`src/rtl/traffic_conflict_monitor.sv`:
```
// Independent safety monitor for a two-direction traffic cabinet.
// Debounces the EW and NS lamp drives, checks legal codes, phase order,
// minimum yellow dwell and cross-direction conflicts, then latches the
// first fault and drives a flashing-red override until cleared.
module traffic_conflict_monitor #(
  parameter int DEBOUNCE   = 2,
  parameter int MIN_YELLOW = 3,
  parameter int FLASH_HALF = 8
) (
  input  logic       clk,
  input  logic       reset,
  input  logic [3:0] ew_lamps,
  input  logic [3:0] ns_lamps,
  input  logic       emergency,
  input  logic       fault_clear,
  output logic       fault,
  output logic [2:0] fault_code,
  output logic       fault_dir,
  output logic       flash
);

  localparam logic [3:0] RED    = 4'b0001;
  localparam logic [3:0] YELLOW = 4'b0010;
  localparam logic [3:0] GREEN  = 4'b0100;
  localparam logic [3:0] ARROW  = 4'b1001;

  typedef enum logic {MONITOR, FAULT} state_t;

  state_t     state;
  logic [7:0] flash_cnt;

  logic [3:0] ew_cand, ns_cand, ew_stable, ns_stable;
  logic [2:0] ew_cnt, ns_cnt, ew_cnt_nx, ns_cnt_nx;
  logic [4:0] ew_dwell, ns_dwell;
  logic       ew_pre, ns_pre;
  logic       ew_upd, ns_upd;
  logic [3:0] ew_stable_nx, ns_stable_nx;
  logic       ew_bad_code, ns_bad_code, ew_short, ns_short, ew_seq, ns_seq;
  logic       conflict, clear_evt, viol;
  logic [2:0] viol_code;
  logic       viol_dir;

  function automatic logic is_legal(input logic [3:0] c);
    return (c == RED) || (c == YELLOW) || (c == GREEN) || (c == ARROW);
  endfunction

  function automatic logic is_perm(input logic [3:0] c);
    return |c[3:1];
  endfunction

  function automatic logic allowed(input logic [3:0] from, input logic [3:0] to);
    case (from)
      RED:     return (to == GREEN) || (to == ARROW);
      ARROW:   return to == GREEN;
      GREEN:   return to == YELLOW;
      YELLOW:  return to == RED;
      default: return 1'b0;
    endcase
  endfunction

  // A differing sample restarts the count; the candidate always becomes the sample.
  function automatic logic [2:0] cnt_next(input logic [3:0] s, input logic [3:0] cand,
                                          input logic [2:0] cnt);
    if (s != cand) return 3'd1;
    else if (cnt == 3'd7) return cnt;
    else return cnt + 3'd1;
  endfunction

  // Debounce decisions and violation flags for both directions.
  // Update events use the post-edge candidate so a fault lands on the same edge.
  always_comb begin
    ew_cnt_nx    = cnt_next(ew_lamps, ew_cand, ew_cnt);
    ns_cnt_nx    = cnt_next(ns_lamps, ns_cand, ns_cnt);
    ew_upd       = (ew_cnt_nx >= 3'(DEBOUNCE)) && (ew_lamps != ew_stable);
    ns_upd       = (ns_cnt_nx >= 3'(DEBOUNCE)) && (ns_lamps != ns_stable);
    ew_stable_nx = ew_upd ? ew_lamps : ew_stable;
    ns_stable_nx = ns_upd ? ns_lamps : ns_stable;

    ew_bad_code  = ew_upd && !is_legal(ew_lamps);
    ns_bad_code  = ns_upd && !is_legal(ns_lamps);
    ew_short     = ew_upd && (ew_stable == YELLOW) && (ew_dwell < 5'(MIN_YELLOW)) && !emergency;
    ns_short     = ns_upd && (ns_stable == YELLOW) && (ns_dwell < 5'(MIN_YELLOW)) && !emergency;
    ew_seq       = ew_upd && !ew_pre && !allowed(ew_stable, ew_lamps) &&
                   !((ew_lamps == RED) && emergency);
    ns_seq       = ns_upd && !ns_pre && !allowed(ns_stable, ns_lamps) &&
                   !((ns_lamps == RED) && emergency);
    conflict     = is_perm(ew_stable_nx) && is_perm(ns_stable_nx);

    viol      = 1'b1;
    viol_code = 3'b000;
    viol_dir  = 1'b0;
    if (conflict)         begin viol_code = 3'b001; viol_dir = 1'b0; end
    else if (ew_bad_code) begin viol_code = 3'b010; viol_dir = 1'b0; end
    else if (ns_bad_code) begin viol_code = 3'b010; viol_dir = 1'b1; end
    else if (ew_short)    begin viol_code = 3'b011; viol_dir = 1'b0; end
    else if (ns_short)    begin viol_code = 3'b011; viol_dir = 1'b1; end
    else if (ew_seq)      begin viol_code = 3'b100; viol_dir = 1'b0; end
    else if (ns_seq)      begin viol_code = 3'b100; viol_dir = 1'b1; end
    else                  viol = 1'b0;

    clear_evt = (state == FAULT) && fault_clear && (ew_stable == RED) && (ns_stable == RED);
  end

  // Per-direction debounce, dwell and preemption tracking; runs in every state.
  always_ff @(posedge clk) begin
    if (reset) begin
      ew_cand   <= RED;           ns_cand   <= RED;
      ew_stable <= RED;           ns_stable <= RED;
      ew_cnt    <= 3'(DEBOUNCE);  ns_cnt    <= 3'(DEBOUNCE);
      ew_dwell  <= '0;            ns_dwell  <= '0;
      ew_pre    <= 1'b0;          ns_pre    <= 1'b0;
    end else begin
      ew_cand   <= ew_lamps;      ns_cand   <= ns_lamps;
      ew_cnt    <= ew_cnt_nx;     ns_cnt    <= ns_cnt_nx;
      ew_stable <= ew_stable_nx;  ns_stable <= ns_stable_nx;

      if (ew_upd)               ew_dwell <= 5'd1;
      else if (ew_dwell != '1)  ew_dwell <= ew_dwell + 5'd1;
      if (ns_upd)               ns_dwell <= 5'd1;
      else if (ns_dwell != '1)  ns_dwell <= ns_dwell + 5'd1;

      if (clear_evt || ew_upd)                      ew_pre <= 1'b0;
      else if ((ew_stable == RED) && emergency)     ew_pre <= 1'b1;
      if (clear_evt || ns_upd)                      ns_pre <= 1'b0;
      else if ((ns_stable == RED) && emergency)     ns_pre <= 1'b1;
    end
  end

  // Monitor/fault FSM with registered fault outputs and flash generator.
  always_ff @(posedge clk) begin
    if (reset) begin
      state      <= MONITOR;
      fault      <= 1'b0;
      fault_code <= '0;
      fault_dir  <= 1'b0;
      flash      <= 1'b0;
      flash_cnt  <= '0;
    end else begin
      case (state)
        MONITOR: begin
          if (viol) begin
            state      <= FAULT;
            fault      <= 1'b1;
            fault_code <= viol_code;
            fault_dir  <= viol_dir;
            flash      <= 1'b1;
            flash_cnt  <= '0;
          end
        end
        FAULT: begin
          if (clear_evt) begin
            state      <= MONITOR;
            fault      <= 1'b0;
            fault_code <= '0;
            fault_dir  <= 1'b0;
            flash      <= 1'b0;
            flash_cnt  <= '0;
          end else if (flash_cnt == 8'(FLASH_HALF - 1)) begin
            flash     <= ~flash;
            flash_cnt <= '0;
          end else begin
            flash_cnt <= flash_cnt + 8'd1;
          end
        end
        default: state <= MONITOR;
      endcase
    end
  end

endmodule
```
`config.mk`:
```
export PLATFORM = sky130hd
export DESIGN_NAME = traffic_conflict_monitor
export DESIGN_NICKNAME = d
export VERILOG_FILES = /design/src/rtl/traffic_conflict_monitor.sv
export SDC_FILE = /design/constraint.sdc
export NUM_CORES = 1
export LEC_CHECK = 0
export CAP_MARGIN = 20
export CORE_MARGIN = 2
export CORE_UTILIZATION = 59
export DETAILED_ROUTE_END_ITERATION = 10
export PLACE_DENSITY = 0.8
export SLEW_MARGIN = 10
export SYNTH_ARGS = -nofsm -noshare
export SYNTH_HDL_FRONTEND = slang
export SYNTH_SLANG_ARGS = --single-unit
```
`constraint.sdc`:
```
create_clock -name clk -period 2.55 [get_ports clk]
set_input_delay 0.255 -clock clk [delete_from_list [all_inputs] [get_ports clk]]
set_output_delay 0.255 -clock clk [all_outputs]
set_load 0.01 [all_outputs]
```
==> metrics.md, run 1 <==
| Metric | Value |
|---|---|
| Hold-fix buffers, CTS | 0 |
| Area growth syn-to-layout | 11.7% |
| ANT nets after route | 0 |
| First-pass GRT wire length | 9790 µm |
| GRT overflow | 0 |
| Wirelength per Cell | 15.4 µm |
| Pre-antenna DRT Iters | 4 |
| H-tree Lvls | 2 |
| Tmin final | 2160 ps |
| Mapped Area | approximately 0.0027 mm² |
| Final hold vios | 0 |
| Post-synth top area share | 35.9% |
| Util after Layout | 69.1% |
| Yosys cell types | 61 |
| EDFF count, synth | 0 |
| Rel. slew slack | 58.9% |
| Startpoint types | input pin |
| Syn Inst Count | roughly 300 |
| Synth Net Count | about 310 |
| Die Ht | 72.0 µm |
| CTS resizes | 0 |
| Worst-path cell chain | clkdlybuf4s50_1, xnor2_1, and4_1, nand3_4, o22a_4, a31o_4, a41o_1 |
| Internal power | 1150 µW |
| Setup Fix Bufs, Post-CTS | 0 |
| Switch share | 29.4% |
| Finished Cell Area | 0.00305 mm² |
| Hpwl dp | 4160 µm |
| VDD IR max | 0.421 mV |
| Clock Sinks | 49 |
| Ant. Diodes | 0 |
| Post-DP Area | 0.00296 mm² |
| Layout cell share with drive strength beyond 1 | around 13% |
| Die Wd | 72.0 µm |
| CP Class | in2reg |
| Worst-Margin Slew | 614 ps |
| Clk_lat worst skew | 310 ps |
| Vias in the first global route | 2174 |
| Yosys warns | 0 |
| Period utilization | 84.6% |
| Data arrival, critical path | ~2400 ps |
| Slowest stage delay, CP | about 690 ps |
| Boundary Pins | 18 |
| Pleak | 0.00113 µW |
| FILL cells | 368 |
| Ys async rst share | 0% |
| Gr usage total | between 20% and 30% |
| Status | complete, no violations |
| Clock buffer depth | 2 |
| Total Nets Final | 334 |
| DRT iter0 DRCs | 111 |
| Delay-heaviest family, CP | compound AO/OA/AOI/OAI gates |
| Power Total | 1630 µW |
| CTS buffer count | 5 |
| CP required | 2760 ps |
| Synth area leaders | dfxtp_1 (36%), xnor2_1 (6.4%), a21oi_1 (3.3%) |
| # port buffers | 17 |
| Root Driver | clkbuf_8 |
| Slew Viols, Final | 0 |
| CP endpoint kind | flop |
| Site Rows | 24 |
| Net Sw Power | 480 µW |
| CP Max Fanout | 9 |
| Die ar. | 0.00519 mm² |
| Flop pwr share | roughly half |
| Largest net degree at the start of global routing | 32 |
| Avg Cell Area, Syn | roughly 9.3 µm² |
| Maxcap violations | 0 |
| FMAX | 0.463 GHz |
| CTS tree | done |
| Area leader, netlist | dfxtp_1 |
| Power per Cell Area | ~530 mW/mm² |
| Vias | 2261 |
| Register area share after synthesis | between 30% and 40% |
| Initial antenna violation count | 0 |
| Slowest stage cell, crit path | clkdlybuf4s50_1 |
| Total routed wirelength | ~5700 µm |
| Buf+Inv Stages, Crit Path | 1 |
| Logic pwr share | about a fifth |
| Most used flip-flop cell after synthesis | dfxtp_1 |
| Placer Congestion | 0.834 |
| Clock Power Share | between 20% and 30% |
| Clock transition at path regs | 100 ps |
| Via/cell ratio | 6.14 |
| RSZ-0062 raised after global routing | no |
| Initial core utilization | 61.8% |
| DRC viols | 0 |
| TNS Setup | 0 ps |
| HP Class | reg2reg |
| Register area | approximately 980 µm² |
| Number of synthesized register bits | 49 |
| Multi-input gate area | 0.00165 mm² |
| Core box area | about 0.0044 mm² |
| Endpoints failing setup | 0 |
| Worst Skew | approximately 8.2 ps |
## sequential cells by signal, summed over array words and instances (netlist names), 4 cells and up
name	cells
ns_cand	4
ew_cand	4
ns_dwell	5
ew_stable	4
flash_cnt	8
ns_stable	4
ew_dwell	5
## synth_stat cells, types with 4 or more instances
cell type,n
nand3_1,10
clkbuf_1,4
nand4_1,5
and3_1,10
inv_1,4
buf_4,4
nor3b_1,6
o21ai_0,12
a311oi_1,5
o21ai_1,4
nor2_1,19
nand2_1,24
buf_2,4
dfxtp_1,49
ha_1,7
mux2i_1,8
xnor2_1,20
a21oi_1,18
nor3_1,11
or3_1,6
nor2b_1,7
a41oi_1,4
## power by group through the flow
stage	clock [µW]	combinational, µW	sequential (µW)
after floorplan	0	242	854
after global placement	0	320	859
after detailed placement	0	325	862
after CTS	463	328	844
after global routing	494	362	851
final	459	327	844
## worst paths after layout
path / startpoint / to / slack, ps / depth (start not counted)
worst min register to register: fault / fault / 470 / 2
worst max-delay path: ew_lamps[3] / fault_code[1] / 390 / 7
worst max register to register: ew_cnt[0] / flash_cnt[3] / 410 / 6
worst min-delay path: fault / fault / 470 / 2
## logic make-up (layout without fill, tap and decap cells)
family	after synthesis	after routing	share of synthesized area, %
xor gates and xnor gates	26	26	9.17
DFF	49	49	35.9
muxes	8	8	2.93
and+or+nand+nor	123	123	28.6
buffers and inverters	19	40	3.67
AOI/OAI and AO/OA	63	63	16.5
adders and majority gates	7	7	3.21
## cell type report
cell class,instances,area share (%)
clock buffer,5,2.26
multi-input combinational,227,54.1
tap,52,2.13
clock inverter,3,0.574
timing repair buffer,28,8.29
inverter,4,0.492
sequential,49,32.2
## routing by layer
layer | vias to the layer above | GRT usage, % | share of wire (%)
li1 | 1131 | - | -
met1 | 1071 | 31.3 | 46
met2 | 46 | 39.1 | 48
met3 | 13 | 4.31 | 3.7
met4 | 0 | 8.60 | 2.2
met5 | - | 0 | 0
## cells in the final DEF, fill, tap and decap left out, drive strengths merged, types with 6 or more instances in the layout
cell,instances
clkdlybuf4s50,17
nor2,19
mux2i,8
xnor2,23
dfxtp,49
nor2b,7
nor3,11
o21ai,16
nand3,12
ha,7
and3,11
a21oi,18
nand4,9
nand2,24
nor3b,6
or3,7
buf,11
## worst min-delay path: stages, from the launching register on
cell and delay (ps):
dfxtp_1 320, nand2_1 50, a21oi_1 60
## stage by stage
| stage | worst slack [ps] | instances | hold slack [ps] |
|---|---|---|---|
| 2_1_floorplan | 596 | 295 | 430 |
| 3_3_place_gp | 98.7 | 360 | 444 |
| 3_5_place_dp | 86.0 | 360 | 454 |
| 4_1_cts | 395 | 368 | 469 |
| 5_1_grt | 242 | 368 | 497 |
| 6_report | 392 | 368 | 465 |
No activity file was read; power rests on OpenSTA's default activity.
==> inputs of run 2 (changes only) <==
==> constraint.sdc (replaced) <==
create_clock -name clk -period 2.1 [get_ports clk]
set_input_delay 0.21 -clock clk [delete_from_list [all_inputs] [get_ports clk]]
set_output_delay 0.21 -clock clk [all_outputs]
set_load 0.01 [all_outputs]
==> run 2 against run 1 <==
The flow now finishes with violations (setup timing). Worst hold slack lost 180 ps. Sequential cell count is the same. Non-clock buffer count grew 25. Design area grew 9.7%. Combinational power grew 49%. Via count grew 9.2%. Critical path depth grew 2.
==> metrics.md, run 2 (synthesized netlist as in run 1, its figures left out) <==
| Metric | Value |
|---|---|
| Largest net degree at the start of global routing | 32 |
| Tmin final | 2100 ps |
| Reg2reg setup slack | 40 ps |
| Hpwl dp | 4670 µm |
| FILL cells | 299 |
| Wirelength per Cell | approximately 17 µm |
| DRC viols | 0 |
| Power per Cell Area | a little over 600 mW/mm² |
| Die ar. | a little over 0.005 mm² |
| CP endpoint kind | flop |
| Initial antenna violation count | 0 |
| Finished Cell Area | 0.00335 mm² |
| Vias in the first global route | 2348 |
| VDD IR max | approximately 0.45 mV |
| Post-DP Area | 0.00314 mm² |
| DP Cell Count | between 300 and 400 |
| Most frequent cells in the layout | dfxtp_1 (44), buf_4 (35), nand2_1 (24) |
| Failing checks | setup timing |
| FMAX | between 0.4 and 0.5 GHz |
| Worst Skew | between 8 and 9 ps |
| Hold-fix buffers, CTS | 0 |
| Largest Register | flash_cnt |
| Period utilization | 100% |
| Root Driver | clkbuf_8 |
| Endpoints failing setup | 1 |
| Boundary Pins | 18 |
| CP Max Fanout | 8 |
| Total routed wirelength | 6610 µm |
| Slew Viols, Final | 0 |
| Gr usage total | 25.6% |
| DRT iter0 DRCs | ~150 |
| Rel. slew slack | 74.9% |
| Vias | roughly 2500 |
| Placer Congestion | 0.933 |
| Hold_ws | about 290 ps |
| Clock transition at path regs | 90 ps |
| Data arrival, critical path | ~2300 ps |
| Clk_lat worst skew | 300 ps |
| ANT nets after route | 0 |
| Startpoint types | input pin |
| Die Wd | 72.0 µm |
| CP Class | in2reg |
| Via/cell ratio | 6.28 |
| HP Class | in2reg |
| Area growth syn-to-layout | 22.5% |
| Layout cell share with drive strength beyond 1 | around a quarter |
| PnR worst setup slack | -0.751 ps |
| H-tree Lvls | 2 |
| CP required | 2330 ps |
| Site Rows | 24 |
| Initial core utilization | 61.8% |
| Maxcap violations | 0 |
| Status | complete, but fails checks |
| GRT overflow | 0 |
| CTS tree | done |
| Final hold vios | 0 |
| Number of flip-flops under the largest register name | 8 |
| Worst-Margin Slew | 377 ps |
| # port buffers | 17 |
| Core box area | approximately 0.0044 mm² |
| Pre-antenna DRT Iters | 4 |
| Die Ht | 72.0 µm |
| Worst slack at placement | -290 ps |
| Final instance count without filler cells | 393 |
| Clock buffer depth | 2 |
| TNS Setup | -0.751 ps |
| Pleak | 0.00130 µW |
| Commonest non-fill, non-tap cell in the layout | dfxtp_1 |
| CTS buffer count | 5 |
| Total Nets Final | 359 |
| Ant. Diodes | 0 |
| Regs by FF count | flash_cnt: 8 flops, ew_dwell: 5 flops, ns_dwell: 5 flops |
| First-pass GRT wire length | 10600 µm |
| Clock Sinks | ~50 |
## run 2: cell count changes in the layout (fill, tap and decap cells not counted), moves of 3 or more
cell and change:
dlymetal6s2s_1 +4, a311oi_2 +3, dfxtp_1 -5, buf_4 +24
clkdlybuf4s50_1 -4, dfxtp_2 +5, a311oi_1 -3
## run 2: critical path, cell delays in order
cell and delay (ps):
clkdlybuf4s50_1 530, buf_4 180, xnor2_1 100, o32a_1 340
nor2_1 230, o22a_4 220, nand4_4 190, buf_6 180
o21ai_1 150
## run 2: report_power, final
group          internal (µW)  switching (µW)  total (µW)
sequential               980            51.7        1030
combinational            244             242         487
clock                    232             312         544
## run 2: metrics by stage
| step | utilization (%) | power (µW) |
|---|---|---|
| 6_report | 75.8 | 2060 |
| 5_1_grt | 75.8 | 2150 |
| 4_1_cts | 73.2 | 2030 |
| 3_5_place_dp | 71.0 | 1500 |
| 3_3_place_gp | 71.0 | 1480 |
| 2_1_floorplan | - | 1330 |
## run 2: timing repair
action | 4_1_cts | 5_1_grt
pin swaps | 0 | 5
gates resized for setup | 2 | 25
setup endpoints to repair | 2 | 13
setup buffers | 0 | 2
## run 2: worst paths after layout
check / to / start / depth (start not counted)
setup / recovery: flash_cnt[1] / ew_lamps[1] / 9
hold / removal: ew_cand[2] / ew_lamps[2] / 2
setup reg to reg: fault_code[1] / ew_stable[1] / 6
hold reg to reg: fault / fault / 2
## run 2: cell type report
type                            count  area (µm²)  share of cell area [%]
Clock inverter                      2        10.0                   0.299
Inverter                            4        15.0                   0.449
Tap cell                           52        65.1                    1.94
Clock buffer                        6        72.6                    2.17
Timing Repair Buffer               53         454                    13.6
Sequential cell                    49         987                    29.5
Multi-Input combinational cell    227        1740                    52.1
## run 2: per-layer routing
metal	track usage (%)	share of wire, %	wire length [µm]
met4	9.85	2.2	144
met5	0	0	0
met1	31.0	41	2730
met3	5.14	4.7	310
met2	44.7	52	3430
==> inputs of run 3 (changes only) <==
--- a/config.mk
+++ b/config.mk
@@ -10,7 +10,6 @@
 export CORE_UTILIZATION = 59
 export DETAILED_ROUTE_END_ITERATION = 10
 export PLACE_DENSITY = 0.8
-export SLEW_MARGIN = 10
 export SYNTH_ARGS = -nofsm -noshare
 export SYNTH_HDL_FRONTEND = slang
 export SYNTH_SLANG_ARGS = --single-unit
==> results of run 3 <==
No change in the layout: final DEF, timing and power equal those of run 2.
